File: src/rtl/proc_multiciclo_param.sv
`default_nettype none
// =============================================================================
// proc_multiciclo_param : parametrised multicycle core, 8 regs (R7 = PC),
// single internal bus, external imem/dmem behind req/ready handshakes.
// Optional macro PROC_INSTR_COUNT_EN adds the 32-bit instr_count output.
// Revision: 1.0
// =============================================================================
module proc_multiciclo_param #(
   parameter int DATA_W   = 16,
   parameter int ADDR_W   = 6,
   parameter int RESET_PC = 0
) (
   input  logic              Clock,
   input  logic              Resetn,
   input  logic              Run,
   output logic              imem_req,
   output logic [ADDR_W-1:0] imem_addr,
   input  logic [DATA_W-1:0] imem_rdata,
   input  logic              imem_ready,
   output logic              dmem_req,
   output logic              dmem_we,
   output logic [ADDR_W-1:0] dmem_addr,
   output logic [DATA_W-1:0] dmem_wdata,
   input  logic [DATA_W-1:0] dmem_rdata,
   input  logic              dmem_ready,
   output logic              Done,
   output logic [DATA_W-1:0] BusWires,
   output logic [DATA_W-1:0] Rx_data,
   output logic [DATA_W-1:0] Ry_data,
   output logic [2:0]        Tstep
`ifdef PROC_INSTR_COUNT_EN
   ,
   output logic [31:0]       instr_count
`endif
);

   typedef enum logic [2:0] {
      S_IDLE   = 3'd0,
      S_FETCH  = 3'd1,
      S_DECODE = 3'd2,
      S_IMM    = 3'd3,
      S_ALU    = 3'd4,
      S_WB     = 3'd5,
      S_MEM    = 3'd6,
      S_DONE   = 3'd7
   } state_t;

   localparam logic [3:0] OP_MV   = 4'b0000;
   localparam logic [3:0] OP_MVI  = 4'b0001;
   localparam logic [3:0] OP_ADD  = 4'b0010;
   localparam logic [3:0] OP_SUB  = 4'b0011;
   localparam logic [3:0] OP_LD   = 4'b0100;
   localparam logic [3:0] OP_ST   = 4'b0101;
   localparam logic [3:0] OP_MVNZ = 4'b0110;
   localparam logic [3:0] OP_SLT  = 4'b0111;

   localparam logic [DATA_W-1:0] RESET_PC_W = DATA_W'(RESET_PC);
   localparam logic [DATA_W-1:0] ONE_W      = DATA_W'(1);

   state_t            state;
   state_t            next_state;
   logic [DATA_W-1:0] regs [0:7];
   logic [DATA_W-1:0] acc_a;
   logic [DATA_W-1:0] res_g;
   logic [DATA_W-1:0] alu_result;
   logic [9:0]        ir;
   logic [3:0]        opcode;
   logic [2:0]        rx;
   logic [2:0]        ry;

   assign opcode    = ir[9:6];
   assign rx        = ir[5:3];
   assign ry        = ir[2:0];
   assign Rx_data   = regs[rx];
   assign Ry_data   = regs[ry];
   assign imem_addr = regs[7][ADDR_W-1:0];
   assign Tstep     = state;

   // Every register write is sourced from the bus, so the bus contents follow the state.
   always_comb begin
      BusWires = '0;
      case (state)
         S_FETCH, S_IMM:  BusWires = imem_rdata;
         S_DECODE, S_ALU: BusWires = Ry_data;
         S_WB:            BusWires = res_g;
         S_MEM:           BusWires = dmem_rdata;
         default:         BusWires = '0;
      endcase
   end

   always_comb begin
      alu_result = '0;
      case (opcode)
         OP_ADD:  alu_result = acc_a + BusWires;
         OP_SUB:  alu_result = acc_a - BusWires;
         OP_SLT:  alu_result = {{(DATA_W-1){1'b0}}, (acc_a < BusWires)};
         default: alu_result = '0;
      endcase
   end

   always_comb begin
      next_state = state;
      case (state)
         S_IDLE:   next_state = Run ? S_FETCH : S_IDLE;
         S_FETCH:  next_state = imem_ready ? S_DECODE : S_FETCH;
         S_DECODE: begin
            case (opcode)
               OP_MVI:                 next_state = S_IMM;
               OP_LD, OP_ST:           next_state = S_MEM;
               OP_ADD, OP_SUB, OP_SLT: next_state = S_ALU;
               default:                next_state = S_DONE;
            endcase
         end
         S_IMM:    next_state = imem_ready ? S_DONE : S_IMM;
         S_ALU:    next_state = S_WB;
         S_WB:     next_state = S_DONE;
         S_MEM:    next_state = dmem_ready ? S_DONE : S_MEM;
         S_DONE:   next_state = Run ? S_FETCH : S_IDLE;
         default:  next_state = S_IDLE;
      endcase
   end

   // Handshake outputs are registered from the next state, so they are clean
   // from the first cycle of each state and drop at once on reset.
   always_ff @(posedge Clock or negedge Resetn) begin
      if (!Resetn) begin
         state      <= S_IDLE;
         ir         <= '0;
         acc_a      <= '0;
         res_g      <= '0;
         for (int i = 0; i < 7; i++) regs[i] <= '0;
         regs[7]    <= RESET_PC_W;
         imem_req   <= 1'b0;
         dmem_req   <= 1'b0;
         dmem_we    <= 1'b0;
         dmem_addr  <= '0;
         dmem_wdata <= '0;
         Done       <= 1'b0;
      end else begin
         state    <= next_state;
         imem_req <= (next_state == S_FETCH) || (next_state == S_IMM);
         dmem_req <= (next_state == S_MEM);
         Done     <= (next_state == S_DONE);
         case (state)
            S_FETCH: begin
               if (imem_ready) begin
                  ir      <= imem_rdata[9:0];
                  regs[7] <= regs[7] + ONE_W;
               end
            end
            S_DECODE: begin
               acc_a <= Rx_data;
               if ((opcode == OP_MV) || ((opcode == OP_MVNZ) && (res_g != '0)))
                  regs[rx] <= BusWires;
               if (next_state == S_MEM) begin
                  dmem_we    <= (opcode == OP_ST);
                  dmem_addr  <= Ry_data[ADDR_W-1:0];
                  dmem_wdata <= Rx_data;
               end
            end
            S_IMM: begin
               // A write to R7 is ordered after the increment so it wins (jump).
               if (imem_ready) begin
                  regs[7]  <= regs[7] + ONE_W;
                  regs[rx] <= BusWires;
               end
            end
            S_ALU:   res_g    <= alu_result;
            S_WB:    regs[rx] <= BusWires;
            S_MEM: begin
               if (dmem_ready) begin
                  if (opcode == OP_LD) regs[rx] <= BusWires;
                  dmem_we <= 1'b0;
               end
            end
            default: ;
         endcase
      end
   end

`ifdef PROC_INSTR_COUNT_EN
   always_ff @(posedge Clock or negedge Resetn) begin
      if (!Resetn)
         instr_count <= '0;
      else if (Done)
         instr_count <= instr_count + 32'd1;
   end
`endif

endmodule
`default_nettype wire

File: config.mk
export PLATFORM = sky130hd
export DESIGN_NAME = proc_multiciclo_param
export DESIGN_NICKNAME = d
export VERILOG_FILES = /design/src/rtl/proc_multiciclo_param.sv
export SDC_FILE = /design/constraint.sdc
export NUM_CORES = 1
export LEC_CHECK = 0
export CAP_MARGIN = 10
export CORE_UTILIZATION = 45
export DETAILED_ROUTE_END_ITERATION = 6
export PLACE_DENSITY = 0.65
export SYNTH_ARGS = -nofsm -noshare
export SYNTH_HDL_FRONTEND = slang
export SYNTH_SLANG_ARGS = --single-unit
export TNS_END_PERCENT = 50
File: constraint.sdc
create_clock -name Clock -period 6.2 [get_ports Clock]
set_clock_uncertainty 0.1 [all_clocks]
set_input_delay 0.93 -clock Clock [delete_from_list [all_inputs] [get_ports Clock]]
set_output_delay 0.93 -clock Clock [all_outputs]
set_load 0.005 [all_outputs]
[After elaboration in Yosys (flattened, before gate mapping)]
Index checks and enable logic that the tools add are counted.
Storage, ports and cells
  bits in writable memories: 0
  input port bits: 37
  ROM bits: 0
  register bits after elaboration: 199
  bits in latches: 0
  word-level logic and storage cells: 99
  memories kept: 0
Operators by class
  div/mod/pow operators: 0
  $mul: 0
  reduce and logical (&&, ||, !) cells: 20
  add/subtract/negate cells: 3
  magnitude comparators: 4
  mux-type cells: 28
  bitwise operators: 2
  eq/ne operators: 24
  shifts and indexed selects: 0
Operators by type and width (number)
  2-to-1 mux 128 bit: 4
  case mux 112 bit (4 select lines): 1
  bitwise mux 128 bit: 2
  binary-select mux 16 bit (select 3 bit): 2
  2-to-1 mux 16 bit: 6
  case mux 16 bit (5 select lines): 1
  case mux 16 bit (4 select lines): 1
  demux 16 bit (select 3 bit): 1
  case mux 16 bit (3 select lines): 1
  case mux 3 bit (7 select lines): 1
  equality test 3 bit (second input constant): 6
  adder 16 x 1 -> 16 bit (second input constant): 1
  adder 16 bit: 1
  equality test 4 x 3 -> 1 bit (second input constant): 4
  less-than comparator 16 bit: 1
  nonzero test 16 bit: 1
  subtractor 16 bit: 1
  inequality test 2 bit (second input constant): 6
  equality test 3 x 2 -> 1 bit (second input constant): 3
  case mux 3 bit (3 select lines): 1
  equality test 4 x 2 -> 1 bit (second input constant): 2
  >= comparator 4 bit (second input constant): 2
  inverter 3 -> 4 bit: 2
  OR reduction 2 bit: 4
  other kinds (19): 26

[Longest topological paths before layout]
Gate-level depths: netlist of the first run.
  depth after elaboration: 9
  mapped depth: 19
  gate-level depth less buffers: 16

[Worst setup path before layout of the first run]
No wires, ideal clock.
  path type: flip-flop to flip-flop
  from: register regs (netlist bit imem_addr[0])
  to: register res_g[14]
  arrival: 3.925 ns
  cell stages (with the launch flop): 17
  required time: 5.971 ns
  setup slack: 2.046 ns
  path buffers: 2
  cells stage by stage: dfrtp_1 clkbuf_1 mux4_2 mux2_2 a222oi_1 clkbuf_1 inv_1 ha_1 fa_1 a211oi_1 nor2_1 o22ai_1 o21ai_1 a2111oi_0 a311oi_1 xnor2_1 o21ai_1
On the way
  longest elaborated chain between the ends: 6
  elaborated cells between the ends (all ways): 7
  classes of those cells: add/sub: 2; mux: 5
RTL lines
  start: declaration: line 62  | logic [DATA_W-1:0] regs [0:7];
  start signal: indexed assignment: line 154  | regs[rx] <= BusWires;
  start signal: indexed assignment: line 165  | regs[rx] <= BusWires;
  start signal: indexed assignment: line 169  | S_WB: regs[rx] <= BusWires;
  binary-select mux 16 bit (select 3 bit) *: line 75  | assign Ry_data = regs[ry];
  2-to-1 mux 16 bit (not written as such) * (2 in a row): line 75
  net Ry_data[0]: line 29  | output logic [DATA_W-1:0] Ry_data,
  case mux 16 bit (4 select lines) *: line 82  | case (state)
  net BusWires[0]: line 27  | output logic [DATA_W-1:0] BusWires,
  subtractor 16 bit or adder 16 bit (tied branches): line 95, 94
  case mux 16 bit (3 select lines) *: line 93  | case (opcode)
  end signal: assignment: line 168  | S_ALU: res_g <= alu_result;
  end: declaration: line 64  | logic [DATA_W-1:0] res_g;
Mark *: on every way through the listed nets, which the timed path passes. The rest lies on a longest branch. The select of a mux whose other input is x is not followed.
A chain may end at the register's enable or synchronous reset.

[Final worst setup path of the first run]
  from: register ir[0]
  to: register res_g[12]
On the way
  longest elaborated chain between the ends: 7
  elaborated cells between the ends (all ways): 8
  classes of those cells: add/sub: 2; mux: 5; bitwise: 1
RTL lines
  start: declaration: line 66  | logic [9:0] ir;
  start signal: assignment: line 147  | ir <= imem_rdata[9:0];
  inverter 3 -> 4 bit (not written as such) *: line 75
  binary-select mux 16 bit (select 3 bit) *: line 75
  2-to-1 mux 16 bit (not written as such) * (2 in a row): line 75
  case mux 16 bit (4 select lines) *: line 82
  subtractor 16 bit or adder 16 bit (tied branches): line 95, 94
  case mux 16 bit (3 select lines) *: line 93
Every way passes the cells marked *; elsewhere a longest branch is shown, timed or not. The select of a mux whose other input is x is not followed.

==> results of run 1 <==
==> cell families after synthesis <==
logic type / share of synthesized area [%]
AOI/OAI and AO/OA: 17.30
xor gates and xnor gates: 1.297
adders and majority gates: 4.034
buffers and inverters: 5.938
DFF: 40.96
muxes: 17.59
and+or+nand+nor: 12.88
==> power by group <==
group | leakage (nW) | internal (mW) | switching, mW | total [mW]
combinational | 3.32 | 2.98 | 3.47 | 6.46
clock | 0.286 | 0.543 | 0.584 | 1.13
sequential | 2.43 | 1.93 | 0.721 | 2.65
total | 6.04 | 5.46 | 4.78 | 10.2
==> cells in the final DEF, fill, tap and decap left out, types with 20 or more instances in the layout <==
cell	synthesis	layout
sky130_fd_sc_hd__a21oi_1	157	157
sky130_fd_sc_hd__buf_4	11	45
sky130_fd_sc_hd__clkdlybuf4s50_1	0	118
sky130_fd_sc_hd__dfrtp_1	199	196
sky130_fd_sc_hd__ha_1	36	36
sky130_fd_sc_hd__inv_1	41	41
sky130_fd_sc_hd__mux2_1	20	20
sky130_fd_sc_hd__mux2_2	57	57
sky130_fd_sc_hd__mux4_2	45	45
sky130_fd_sc_hd__nand2_1	78	78
sky130_fd_sc_hd__nand3_1	21	21
sky130_fd_sc_hd__nor2_1	170	169
sky130_fd_sc_hd__o21ai_0	56	56
==> registers in the layout, indices dropped and copies added (netlist names) <==
name,flops
Tstep,3
ir,10
Done,1
dmem_addr,6
regs,122
imem_req,1
dmem_we,1
dmem_wdata,16
imem_addr,6
acc_a,16
dmem_req,1
res_g,16
==> metal layers <==
layer / global-route usage (%) / up-vias / part of all wire [%]
li1: - / 4675 / -
met1: 39.74 / 5116 / 42
met2: 45.69 / 488 / 47
met3: 4.194 / 85 / 7.6
met4: 11.07 / 0 / 3.5
met5: 0 / - / 0
==> critical path, stage by stage (launching register included) <==
cell and delay [ns]:
sky130_fd_sc_hd__dfrtp_2 0.69, sky130_fd_sc_hd__mux4_2 0.56, sky130_fd_sc_hd__mux2_2 0.31, sky130_fd_sc_hd__a222oi_1 0.68, sky130_fd_sc_hd__buf_4 0.26, sky130_fd_sc_hd__inv_2 0.05, sky130_fd_sc_hd__ha_1 0.37, sky130_fd_sc_hd__nor2b_1 0.17
sky130_fd_sc_hd__o21ai_0 0.18, sky130_fd_sc_hd__a31oi_1 0.30, sky130_fd_sc_hd__o21ai_1 0.15, sky130_fd_sc_hd__o311ai_1 0.51, sky130_fd_sc_hd__nor2_1 0.10, sky130_fd_sc_hd__a2111oi_0 0.36, sky130_fd_sc_hd__a21oi_1 0.08
==> worst max-delay path by stage <==
stage | cells past startpoint | endpoint | slack, ns
detailed placement | 15 | res_g[12] | 1.17
finish | 14 | res_g[12] | 1.22
CTS | 14 | res_g[12] | 1.28
global placement | 15 | res_g[12] | 1.26
global route | 14 | res_g[0] | 0.98
floorplan | 16 | res_g[14] | 2.05
==> through the flow <==
step	cells	total power [mW]	util [%]	hold WS (ns)
floorplan	1250	6.513	-	0.3625
CTS	1672	10.15	53.96	0.3926
global route	1673	10.88	54.00	0.4098
detailed placement	1640	8.991	51.74	0.3751
global placement	1640	8.888	51.74	0.3666
finish	1673	10.24	54.00	0.3845
==> layout make-up <==
class	instances	area [um^2]	area share (%)
Tap cell	335	419.2	2.954
Inverter	48	180.2	1.270
Clock buffer	18	429.2	3.024
Timing Repair Buffer	165	1544	10.88
Multi-Input combinational cell	894	6482	45.68
Clock inverter	14	152.6	1.076
Sequential cell	199	4984	35.12
==> run metrics, run 1 <==
relative slew slack 18.50%; Hold EP dmem_wdata[6]; area of the mapped netlist 12,160 um^2; final critical delay including setup and external delays 4.980 ns; number of antenna violations at the first check in global routing 1; Cell Area, Placed 13,600 um^2; most frequent cells after synthesis 199 x sky130_fd_sc_hd__dfrtp_1, 170 x sky130_fd_sc_hd__nor2_1, 157 x sky130_fd_sc_hd__a21oi_1, 78 x sky130_fd_sc_hd__nand2_1, 57 x sky130_fd_sc_hd__mux2_2; clock insertion delay at the later pin of the skew report 0.45 ns; syn_area_per_cell 9.726 um^2; via count of the first global-routing pass 9,933; hold crit path type reg2reg; Setup Total Neg Slack 0 ns; Place WS 1.167 ns; final slew viol count 0; Total Die Area 27,680 um^2; unrepaired setup endpoints after global routing no; clock tree from TritonCTS built; Finish-stage setup viols 0; total number of vias 10,360; # nets final 1,400; count of cells along the worst hold path 1; largest area contributor in the netlist sky130_fd_sc_hd__dfrtp_1; number of CTS-inserted buffers 17; launching element of the worst setup path ir[0]; clock input transition at the sequential cells of the worst setup and hold paths 0.08 ns; vias per std cell 6.195; layout cell share with drive strength beyond 1 15.10%; remaining routing DRC violations 8; remaining antenna violation count after routing 0; Worst Path Arrival 5.20 ns; worst reg2reg setup slack 1.22 ns; violated checks design-rule violations; maximum frequency from static timing analysis 0.2008 GHz; drt pass-1 iters 7; sum of overflow across all layers after global routing 0; Finished Cell Area 14,190 um^2; post_cts resized 0; gate count after technology mapping 1,250; Area growth syn-to-layout 16.72%; fraction of the yosys area taken by sequential cells 40.96%; HP Start dmem_wdata[6]; Die Wd 166.4 um; power density relative to cell area 721.4 nW/um^2; hold buffers post-CTS 0; effective utilization at floorplan 46.26%; number of ports placed on the die boundary 120; count of input and output buffers 119; post-layout worst setup margin 1.220 ns; die height 166.4 um; total nets after synthesis 1,325; commonest register cell after synthesis sky130_fd_sc_hd__dfrtp_1; depth of the CTS H-tree 4; Critical R2R Launch ir[0]; count of routing violations after the opening detailed-route iteration 1,280; Post-synth EDFFs 0; setup repair bufs after CTS 0; count of unique library cells instantiated by Yosys 73; critical path peak fanout 15; #FFs+latches synth 199; Crit path required time 6.42 ns; number of antenna cells inserted 0; sum of net half-perimeters after detailed placement 28.42 mm; Clock Root Buffer sky130_fd_sc_hd__clkbuf_16; maximum number of pins on one net before global-route repair 93; global-route wire length before repair 60.17 mm; number of warnings printed during yosys synthesis 0; startpoint types flip-flop; Fill cells 2,361; clock sinks 199; transition time at the pin with the least slew margin 1.217 ns; wire length reported by the detailed router 39.03 mm; endpoints failing hold 0; overall fraction of global-route tracks in use 28.73%; placeable core region 26,280 um^2; worst-case reg-to-reg path depth 14; main area contributors after synthesis sky130_fd_sc_hd__dfrtp_1 41%, sky130_fd_sc_hd__mux4_2 8.3%, sky130_fd_sc_hd__a21oi_1 6.5%; worst supply voltage drop on vdd 0.2528 mV; maxcap violations 0; area share of the leading cell type in the synthesized netlist 40.96%; Site Rows 59; critical path endpoint category flip-flop; category of the critical setup timing path reg2reg; gpl congestion 0.9569; ys async rst share 100.0%; deepest clock path buffer count 2; routed wire length per instance 23.33 um; Lkg Pwr 6.035 nW; status finished with violations; leading cell type by number of instances after synthesis sky130_fd_sc_hd__dfrtp_1; Crit Reg-Reg Endpoint res_g[12]; final worst path period share 80.32%
Power figures use the tool's default switching activity.
==> inputs of run 2 (changes only) <==
==> constraint.sdc (replaced) <==
create_clock -name Clock -period 4.9 [get_ports Clock]
set_clock_uncertainty 0.1 [all_clocks]
set_input_delay 0.735 -clock Clock [delete_from_list [all_inputs] [get_ports Clock]]
set_output_delay 0.735 -clock Clock [all_outputs]
set_load 0.005 [all_outputs]
==> run metrics, run 2 (synthesis gave the netlist of run 1 again) <==
status finished with violations; violated checks design-rule violations; global-route wire length before repair 60.42 mm (+0.42%); count of input and output buffers 119 (unchanged); layout cell share with drive strength beyond 1 15.81% (+0.72 points); relative slew slack 37.09% (+19 points); clock tree from TritonCTS built; endpoints failing hold 0 (unchanged); most frequent cells in the layout 196 x sky130_fd_sc_hd__dfrtp_1, 169 x sky130_fd_sc_hd__nor2_1, 157 x sky130_fd_sc_hd__a21oi_1; master of the slowest instance on the critical path sky130_fd_sc_hd__a222oi_1; cell mode on critical path sky130_fd_sc_hd__o21ai_1; power density relative to cell area 912.6 nW/um^2 (+27%); remaining antenna violation count after routing 0 (unchanged); Fill cells 2,355 (-0.25%); multi-input logic area 6491 um^2 (+0.14%); worst path bufs/invs 1 (-1); remaining routing DRC violations 8 (unchanged); Setup Total Neg Slack 0 ns (unchanged); startpoint types flip-flop; number of CTS-inserted buffers 17 (unchanged); Top delay family on crit path compound AO/OA/AOI/OAI gates; count of routing violations after the opening detailed-route iteration 1,383 (+8.0%); Area growth syn-to-layout 18.01%; via count of the first global-routing pass 9,989 (+0.56%); final critical delay including setup and external delays 4.604 ns (-0.3754 ns); Total Die Area 27,680 um^2 (unchanged); CP Cell Sequence mux4_2 -> mux2_2 -> a222oi_1 -> inv_1 -> ha_1 -> fa_1 -> a211oi_1 -> nor2_1 -> o22ai_1 -> o21ai_1 -> a2111oi_1 -> a311oi_1 -> xnor2_1 -> o21ai_1; vias per std cell 6.136 (-0.96%); # nets final 1,409 (+0.64%); number of antenna violations at the first check in global routing 1 (unchanged); worst supply voltage drop on vdd 0.5441 mV (+120%); total number of vias 10,320 (-0.42%); most common cell after layout, fill and taps aside sky130_fd_sc_hd__dfrtp_1; critical path endpoint category flip-flop; number of ports placed on the die boundary 120 (unchanged); Site Rows 59 (unchanged); drt pass-1 iters 7 (unchanged); sequential cell area in the final layout 4984 um^2 (unchanged); clock sinks 199 (unchanged); clock insertion delay at the later pin of the skew report 0.46 ns (about the same); routed wire length per instance 23.22 um (-0.47%); die height 166.4 um (unchanged); max FFs per register 122 (unchanged); Power Total 13.09 mW (+28%); Clock Root Buffer sky130_fd_sc_hd__clkbuf_16; Die Wd 166.4 um (unchanged); register containing the most flip-flops in the final layout regs; Lkg Pwr 6.107 nW (+1.2%); gpl congestion 0.9675 (+1.1%); maxcap violations 0 (unchanged); depth of the CTS H-tree 4 (unchanged); unrepaired setup endpoints after global routing no; clock input transition at the sequential cells of the worst setup and hold paths 0.08 ns (about the same); sum of overflow across all layers after global routing 0 (unchanged); maximum frequency from static timing analysis 0.2172 GHz (+8.2%); critical path peak fanout 4 (-11); Worst Path Arrival 4.82 ns (-0.38 ns); maximum number of pins on one net before global-route repair 102 (+9.7%); category of the critical setup timing path reg2reg; Finish-stage setup viols 0 (unchanged); transition time at the pin with the least slew margin 0.9437 ns (-0.2735 ns); Crit path required time 5.12 ns (-1.30 ns); final slew viol count 0 (unchanged); hold buffers post-CTS 0 (unchanged); sum of net half-perimeters after detailed placement 28.77 mm (+1.2%); wire length reported by the detailed router 39.06 mm (about the same); final worst path period share 93.96% (+14 points); hold crit path type in2async; overall fraction of global-route tracks in use 28.67% (-0.064 points); slowest stage delay, CP 0.62 ns (-0.07 ns); effective utilization at floorplan 46.26% (unchanged); placeable core region 26,280 um^2 (unchanged); deepest clock path buffer count 2 (unchanged); number of antenna cells inserted 0 (unchanged)
run 2: timing repair:
item                                    in CTS  in global routing
endpoints found under the setup margin       0                  3
gates resized for setup                      0                  2
hold endpoints to repair                     0                  0
buffers inserted                             0                  1
run 2: metrics by stage:
step                setup slack, ns  cells  utilization (%)  hold slack (ns)  area [um^2]
global placement             0.2639   1649            52.09           0.3663        13690
global route                0.04750   1682            54.59           0.3539        14350
finish                       0.2958   1682            54.59           0.2893        14350
floorplan                    0.7461   1250                -           0.3394        12160
detailed placement           0.1697   1649            52.09           0.3737        13690
CTS                          0.2140   1681            54.53           0.3320        14330
run 2: per-layer routing:
layer	part of all wire [%]	vias up	GRT usage (%)	routed length [um]
li1	-	4688	-	-
met1	42	5068	39.66	16490
met2	47	483	46.11	18500
met3	7.4	79	4.409	2894
met4	3.0	2	9.461	1160
met5	0.031	-	0	12
run 2: area by class of cell:
class | count | share of cell area (%)
Clock buffer | 17 | 2.965
Clock inverter | 15 | 1.500
Inverter | 48 | 1.256
Multi-Input combinational cell | 894 | 45.24
Sequential cell | 199 | 34.73
Tap cell | 335 | 2.921
Timing Repair Buffer | 174 | 11.38
run 2: final timing paths:
path / slack (ns) / endpoint / startpoint / cells past startpoint
worst max-delay path: 0.30 / res_g[14] / ir[0] / 14
worst min-delay path: 0.29 / dmem_wdata[2] / Resetn / 1
worst max register to register: 0.30 / res_g[14] / ir[0] / 14
worst min register to register: 0.39 / dmem_wdata[1] / dmem_wdata[1] / 1
max in group asynchronous: 3.34 / ir[0] / Resetn / 2
min in group Clock: 0.39 / dmem_wdata[1] / dmem_wdata[1] / 1
run 2: power by group:
group	internal [mW]	total (mW)	switching (mW)
clock network	0.719	1.51	0.788
registers	2.45	3.35	0.905
logic	3.83	8.24	4.41
==> inputs of run 3 (changes only) <==
==> constraint.sdc (replaced) <==
create_clock -name Clock -period 5.75 [get_ports Clock]
set_clock_uncertainty 0.1 [all_clocks]
set_input_delay 0.8625 -clock Clock [delete_from_list [all_inputs] [get_ports Clock]]
set_output_delay 0.8625 -clock Clock [all_outputs]
set_load 0.005 [all_outputs]
==> run metrics, run 3 (synthesis gave the netlist of run 1 again) <==
Area growth syn-to-layout 16.82%; depth of the CTS H-tree 4 (unchanged); Critical R2R Launch ir[1]; # nets final 1,399 (-0.71%); hold buffers post-CTS 0 (unchanged); number of CTS-inserted buffers 17 (unchanged); Cell Count Post-Placement 1,639 (-0.61%); effective utilization at floorplan 46.26% (unchanged); Cell Area, Placed 13,590 um^2 (-0.73%); clock network fraction of total power 11.4% (about the same); sequential share of power 26.2% (+0.6 points); Die Wd 166.4 um (unchanged); clock input transition at the sequential cells of the worst setup and hold paths 0.08 ns (about the same); Total Die Area 27,680 um^2 (unchanged); sw power 5.087 mW (-17%); final critical delay including setup and external delays 4.831 ns (+0.2268 ns); Place WS 0.9863 ns (+0.8165 ns); most frequent cells in the layout 196 x sky130_fd_sc_hd__dfrtp_1, 169 x sky130_fd_sc_hd__nor2_1, 157 x sky130_fd_sc_hd__a21oi_1; maxcap violations 0 (unchanged); Crit path required time 5.97 ns (+0.85 ns); status finished with violations; wire length reported by the detailed router 39.45 mm (+1.0%); total number of vias 10,430 (+1.1%); register containing the most flip-flops in the final layout regs; unrepaired setup endpoints after global routing no; max FFs per register 122 (unchanged); remaining routing DRC violations 9 (+1); category of the critical setup timing path reg2reg; Cell Int Power 5.978 mW (-14%); routed wire length per instance 23.60 um (+1.6%); final worst path period share 84.02% (-9.9 points); startpoint types flip-flop; number of antenna violations at the first check in global routing 1 (unchanged); sum of overflow across all layers after global routing 0 (unchanged); endpoints failing hold 0 (unchanged); most common cell after layout, fill and taps aside sky130_fd_sc_hd__dfrtp_1; drt pass-1 iters 7 (unchanged); Clock Root Buffer sky130_fd_sc_hd__clkbuf_16; relative slew slack 38.73% (+1.6 points); number of ports placed on the die boundary 120 (unchanged); maximum frequency from static timing analysis 0.2070 GHz (-4.7%); setup repair bufs after CTS 0 (unchanged); gpl congestion 0.9328 (-3.6%); count of routing violations after the opening detailed-route iteration 1,307 (-5.5%); part of the total power dissipated in combinational logic 62.4% (-0.5 points); HP Start dmem_wdata[5]; worst reg2reg setup slack 0.92 ns (+0.62 ns); power density relative to cell area 779.1 nW/um^2 (-15%); clock tree from TritonCTS built; overall fraction of global-route tracks in use 29.01% (+0.34 points); layout cell share with drive strength beyond 1 14.82% (-0.99 points); Non-Filler Instances 1,672 (-0.59%); Worst Path Arrival 5.05 ns (+0.23 ns); critical path endpoint category flip-flop; Hold EP dmem_wdata[5]; Finish-stage setup viols 0 (unchanged); sum of net half-perimeters after detailed placement 28.69 mm (-0.29%); violated checks design-rule violations; die height 166.4 um (unchanged); worst supply voltage drop on vdd 0.2529 mV (-54%); Setup Total Neg Slack 0 ns (unchanged); count of cells along the worst hold path 1; count of input and output buffers 119 (unchanged); deepest clock path buffer count 2 (unchanged); Site Rows 59 (unchanged); Lkg Pwr 6.035 nW (-1.2%); final slew viol count 0 (unchanged); remaining antenna violation count after routing 0 (unchanged); global-route wire length before repair 61.15 mm (+1.2%); Crit Reg-Reg Endpoint res_g[12]; post-layout worst setup margin 0.9190 ns (+0.6232 ns); clock insertion delay at the later pin of the skew report 0.44 ns (-0.02 ns); Finished Cell Area 14,200 um^2 (-1.0%); via count of the first global-routing pass 9,931 (-0.58%); placeable core region 26,280 um^2 (unchanged); transition time at the pin with the least slew margin 0.9191 ns (-0.02460 ns); critical path peak fanout 23 (+19); hold crit path type reg2reg; worst-case reg-to-reg path depth 14 (unchanged); maximum number of pins on one net before global-route repair 111 (+8.8%); share of total power consumed by net switching 45.97% (-0.64 points); post_cts resized 0 (unchanged); worst slack on hold paths 0.3844 ns (+0.09507 ns); clock sinks 199 (unchanged); vias per std cell 6.237 (+1.7%)
[run 3: cell count changes in the layout (fill, tap and decap cells not counted), sizes merged]
cell | previous run | this run
clkbuf | 18 | 21
buf | 55 | 45
diode | 0 | 1
inv | 57 | 53
clkinv | 5 | 2
bufinv | 0 | 3
[run 3: layout make-up]
class / instances / area [um^2]
fill: 2377 / 12080
multi-input combinational: 894 / 6482
sequential: 199 / 4984
timing repair buffer: 164 / 1536
clock buffer: 20 / 436.7
tap: 335 / 419.2
inverter: 48 / 180.2
clock inverter: 11 / 161.4
antenna: 1 / 2.502
[run 3: through the flow]
stage	total power, mW	utilization, %
final	11.06	54.04
after floorplan	7.022	-
after global routing	11.77	54.04
after CTS	10.95	53.99
after detailed placement	9.659	51.71
after global placement	9.573	51.71
[run 3: critical path, stage by stage (launching register included)]
cell and delay [ns]:
sky130_fd_sc_hd__dfrtp_1 0.66, sky130_fd_sc_hd__buf_4 0.42, sky130_fd_sc_hd__mux4_2 0.36, sky130_fd_sc_hd__mux2_4 0.31, sky130_fd_sc_hd__a222oi_1 0.54, sky130_fd_sc_hd__inv_1 0.19
sky130_fd_sc_hd__ha_1 0.36, sky130_fd_sc_hd__nor2_1 0.13, sky130_fd_sc_hd__o21ai_0 0.20, sky130_fd_sc_hd__a31oi_1 0.27, sky130_fd_sc_hd__o21ai_1 0.13, sky130_fd_sc_hd__o311ai_1 0.47
sky130_fd_sc_hd__nor2_1 0.11, sky130_fd_sc_hd__a2111oi_0 0.38, sky130_fd_sc_hd__a21oi_1 0.08
[run 3: how the worst max path moves through the flow]
stage          cells past startpoint         to  slack [ns]         start
6_report                          14  res_g[12]        0.92         ir[1]
5_1_grt                           14  res_g[12]        0.52         ir[1]
4_1_cts                           14  res_g[12]        1.02         ir[1]
3_5_place_dp                      14  res_g[12]        0.99         ir[1]
3_3_place_gp                      14  res_g[12]        1.08         ir[1]
2_1_floorplan                     16  res_g[14]        1.60  imem_addr[0]
[run 3: metal layers]
metal / share of wire, % / wire length, um / GRT usage [%]
met3: 7.7 / 3042 / 4.814
met1: 43 / 16810 / 41.09
met4: 2.9 / 1135 / 9.702
met5: 0 / 0 / 0
met2: 47 / 18470 / 45.27
[run 3: power groups by stage]
stage | Combinational, mW | Clock, mW | Sequential, mW
5_1_grt | 7.45 | 1.33 | 2.99
4_1_cts | 6.81 | 1.27 | 2.87
3_3_place_gp | 6.71 | 0 | 2.86
6_report | 6.91 | 1.26 | 2.90
3_5_place_dp | 6.77 | 0 | 2.89
2_1_floorplan | 4.53 | 0 | 2.49
